**src/rtl/cdm_seq_mult.sv**
```systemverilog
// cdm_seq_mult: sequential AW x BW shift-add multiplier with an optional
// carry-disregard mode. One multiplier row is accumulated per clock. In
// approximate mode the low K result columns are combined by XOR, so no carry
// is generated in them and none crosses into column K; the upper columns
// accumulate exactly. Valid/ready handshake on both operand and result sides.
//
// Ports:
//   clk        rising-edge clock
//   rst_n      asynchronous active-low reset
//   in_valid   operand valid
//   in_ready   block can accept operands (high only in IDLE)
//   in_a       multiplicand, AW bits, unsigned
//   in_b       multiplier, BW bits, unsigned
//   in_approx  1 = carry-disregard in the low K columns, 0 = exact
//   out_valid  result valid (high only in DONE)
//   out_ready  consumer accepts result
//   out_r      registered product, AW+BW bits
//   out_approx mode the presented result was computed in
module cdm_seq_mult #(
  parameter int unsigned AW = 8,
  parameter int unsigned BW = 4,
  parameter int unsigned K  = 4
) (
  input  logic             clk,
  input  logic             rst_n,
  input  logic             in_valid,
  output logic             in_ready,
  input  logic [AW-1:0]    in_a,
  input  logic [BW-1:0]    in_b,
  input  logic             in_approx,
  output logic             out_valid,
  input  logic             out_ready,
  output logic [AW+BW-1:0] out_r,
  output logic             out_approx
);

  localparam int unsigned W  = AW + BW;
  localparam int unsigned RW = $clog2(BW);

  // Columns below K are carry-free in approximate mode. K=0 leaves the mask
  // empty, which makes both modes identical (always exact).
  localparam logic [W-1:0] LOW_MASK = (K == 0) ? '0 : ((W'(1) << K) - W'(1));

  typedef enum logic [1:0] {
    IDLE,
    CALC,
    DONE
  } state_t;

  state_t          state_q, state_d;
  logic [AW-1:0]   a_q;
  logic [BW-1:0]   b_q;
  logic            approx_q;
  logic [RW-1:0]   row_q;
  logic [W-1:0]    acc_q, acc_d;
  logic [W-1:0]    pp;
  logic            accept;
  logic            last_row;

  assign accept   = in_valid && in_ready;
  assign last_row = (row_q == RW'(BW - 1));

  // State register
  always_ff @(posedge clk or negedge rst_n) begin
    if (!rst_n) begin
      state_q <= IDLE;
    end else begin
      state_q <= state_d;
    end
  end

  // Next-state logic
  always_comb begin
    state_d = state_q;
    unique case (state_q)
      IDLE:    if (accept) state_d = CALC;
      CALC:    if (last_row) state_d = DONE;
      DONE:    if (out_ready) state_d = IDLE;
      default: state_d = IDLE;
    endcase
  end

  // Handshake outputs decoded from the state register
  always_comb begin
    in_ready  = (state_q == IDLE);
    out_valid = (state_q == DONE);
  end

  // Row accumulation. The upper columns are added with the low columns
  // masked to zero in both operands, so that sum can never receive a carry
  // out of column K-1; the low columns are XORed separately.
  always_comb begin
    pp = ({{BW{1'b0}}, a_q} & {W{b_q[row_q]}}) << row_q;
    if (approx_q) begin
      acc_d = ((acc_q & ~LOW_MASK) + (pp & ~LOW_MASK)) | ((acc_q ^ pp) & LOW_MASK);
    end else begin
      acc_d = acc_q + pp;
    end
  end

  // Operand latch, row counter and accumulator
  always_ff @(posedge clk or negedge rst_n) begin
    if (!rst_n) begin
      a_q      <= '0;
      b_q      <= '0;
      approx_q <= 1'b0;
      row_q    <= '0;
      acc_q    <= '0;
    end else if (state_q == IDLE) begin
      if (accept) begin
        a_q      <= in_a;
        b_q      <= in_b;
        approx_q <= in_approx;
        row_q    <= '0;
        acc_q    <= '0;
      end
    end else if (state_q == CALC) begin
      acc_q <= acc_d;
      row_q <= row_q + RW'(1);
    end
  end

  assign out_r      = acc_q;
  assign out_approx = approx_q;

endmodule

```
**config.mk**
```make
export PLATFORM = sky130hd
export DESIGN_NAME = cdm_seq_mult
export DESIGN_NICKNAME = d
export VERILOG_FILES = /design/src/rtl/cdm_seq_mult.sv
export SDC_FILE = /design/constraint.sdc
export NUM_CORES = 1
export LEC_CHECK = 0
export ABC_AREA = 1
export CAP_MARGIN = 20
export CORE_ASPECT_RATIO = 0.7
export CORE_MARGIN = 2
export CORE_UTILIZATION = 50
export DETAILED_ROUTE_END_ITERATION = 8
export PLACE_DENSITY = 0.79
export REMOVE_ABC_BUFFERS = 1
export SYNTH_ARGS = -nofsm -noshare
export SYNTH_HDL_FRONTEND = slang
export SYNTH_SLANG_ARGS = --single-unit
```
**constraint.sdc**
```tcl
create_clock -name clk -period 3.1 [get_ports clk]
set_input_delay 0.62 -clock clk [delete_from_list [all_inputs] [get_ports clk]]
set_output_delay 0.62 -clock clk [all_outputs]
set_load 0.01 [all_outputs]
```
==> run metrics <==
initial antenna violation count 0; max-cap violations 0; Post-CTS Setup Repair Bufs 0; worst hold path type reg2reg; initial drt markers 96; WL/cell about 13 um; first-pass GRT wire length 7.90 mm; TritonCTS Buffers 5; Yosys top cell area share 35.5%; post-cts sizing count 0; # nets final about 340; DRT Pass-1 Iters 4; die area between 0.004 and 0.005 mm2; Die Span Y approximately 58 um; Max-slew headroom between 70% and 80%; ant diodes 0; clk_skew around 0.0070 ns; Fill cells 367; Root Driver clkbuf_8; Mapped Area 0.00205 mm2; Worst Hold End a_q[4]; initial core utilization between 50% and 60%; CP Capture Type flip-flop; vias in the first global route approximately 1,700; hpwl dp 3.47 mm; CP startpoint kind flip-flop; via/cell ratio around 5.3; depth of the worst hold-timing path 1; Longest Clk Path Bufs 2; Yosys warnings 0; multi-input logic area 0.00115 mm2; Worst EP required between 3 and 4 ns; outcome completed; Fin. Hold Viols 0; IO buf count 31; RSZ-0062 raised after global routing false; Clk Latency, worst-skew pair ~0.28 ns; worst hold path startpoint a_q[4]; highest clock rate 0.375 GHz; Synth area leader dfrtp_1; top cells by area, synth dfrtp_1, nand2_1, ha_1; wirelength, routed 4.55 mm; gr usage total between 20 and 25%; final global-route overflow total 0; drt drc 0; # IOs 32; Worst-Margin Slew approximately 0.44 ns; Final Critical Period about 2.7 ns; distinct cell type count after synthesis 29; total number of vias 1,889; sequential area share after synthesis between 30% and 40%; crit share post-route 86.0%; WP data arrival 2.88 ns; Avg Cell Area, Syn ~7.5 um2; CTS Hold Buffers Added 0; H-tree levels 2; R2R setup slack 0.44 ns; Register Area between 700 and 800 um2; WS Path Type reg2reg; largest net degree at the start of global routing 30; reg2reg end out_r[8]; Area Growth Syn to Fin 22.9%; CTS clk-pin slew, worst paths ~0.070 ns; area of the core 0.00392 mm2; Die X approximately 80 um; post-synthesis register bit count 29; setup total negative slack 0 ns; FF-to-FF Start row_q[1]; setup violators final 0; CP Max Fanout 11; GP Congestion around 1; CTS tree built; Mapped Cells 271; share of cells above drive strength 1 between 10% and 20%; Final ANT Viol Nets 0; row count 19; reg2reg path depth 19; total clock sinks 29; final max-slew violation count 0
==> worst max path at each step <==
stage / slack [ns] / to / start
floorplan: 0.47 / out_r[10] / row_q[0]
global placement: 0.55 / out_r[8] / row_q[1]
CTS: 0.46 / out_r[8] / row_q[1]
detailed placement: 0.48 / out_r[8] / row_q[1]
global route: 0.16 / out_r[9] / row_q[1]
finish: 0.44 / out_r[8] / row_q[1]
==> layout by cell type (no fill, tap or decap), types with 2 or more instances in the layout <==
cell,netlist,routed
nand2_2,4,4
a21oi_1,12,12
mux2_2,9,9
nand3_1,25,25
fa_1,2,2
inv_1,27,27
o21ai_1,13,13
dfrtp_1,29,29
buf_4,3,5
nand2_1,79,79
nor2_1,21,21
clkbuf_8,0,6
nand2_4,2,2
o21ai_0,9,9
o21ai_2,3,3
clkdlybuf4s50_1,0,31
nor2_2,2,2
nand4_1,2,2
ha_1,13,13
==> metrics by stage <==
stage / cells / setup slack (ns) / instance area (um2) / hold WS (ns) / utilization, %
after global routing: 358 / 0.160 / 2510 / 0.542 / 64.1
after global placement: 350 / 0.547 / 2390 / 0.494 / 61.0
after CTS: 358 / 0.457 / 2510 / 0.519 / 64.1
after floorplan: 262 / 0.469 / 1980 / 0.324 / -
final: 358 / 0.435 / 2510 / 0.522 / 64.1
after detailed placement: 350 / 0.483 / 2390 / 0.503 / 61.0
==> worst max-delay path, stage by stage (launching register included) <==
cell and delay (ns):
dfrtp_1 0.38, inv_1 0.27, nand3_1 0.18, nand2_4 0.13, inv_4 0.06, nand2_1 0.08, nor2_2 0.04, nand2_1 0.05
inv_1 0.05, ha_1 0.21, fa_1 0.38, nand2_1 0.10, nand2_1 0.09, nand3_1 0.10, nand2_1 0.10, nand2_1 0.08
nand2_1 0.06, nand2_1 0.06, nand2_1 0.05, o21ai_1 0.12
==> area by class of cell <==
class / count / share of cell area [%]
well taps: 52 / 2.59
repair buffers: 36 / 13.8
flip-flops and latches: 29 / 28.9
clock buffers: 6 / 3.29
clock inverters: 2 / 1.49
multi-input cells: 205 / 45.6
inverters: 28 / 4.28
==> routing by layer <==
layer / GRT usage, % / wire length, um
met1: 34.2 / 2330
met2: 31.7 / 1850
met3: 5.06 / 324
met4: 5.33 / 48
met5: 0 / 0
==> kinds of logic after synthesis <==
family,count (synthesis),share of synthesized area [%]
AOI/OAI and AO/OA,43,11.9
buffers and inverters,37,8.44
muxes,9,4.95
and+or+nand+nor,138,29.3
DFF,29,35.5
adders and majority gates,15,9.91
==> synth_stat cells <==
master and count:
nand2_1 79, dfrtp_1 29, inv_1 27, nand3_1 25, nor2_1 21, ha_1 13, o21ai_1 13, a21oi_1 12
mux2_2 9, o21ai_0 9, buf_2 4, nand2_2 4, buf_4 3, o21ai_2 3, buf_6 2, fa_1 2
nand2_4 2, nand4_1 2, nor2_2 2, a21o_1 1, a22o_1 1, inv_4 1, nand3_2 1, nor2_4 1
nor3_1 1, o211ai_1 1, o21bai_1 1, o31a_1 1, o31ai_1 1
==> sequential cells by signal, summed over array words and instances, names as in the netlist <==
signal / count
out_r: 12
out_approx: 1
b_q: 4
state_q: 2
row_q: 2
a_q: 8
Power is not shown: default switching activity piles up to over one toggle a cycle in this logic, so the estimate is an artifact.
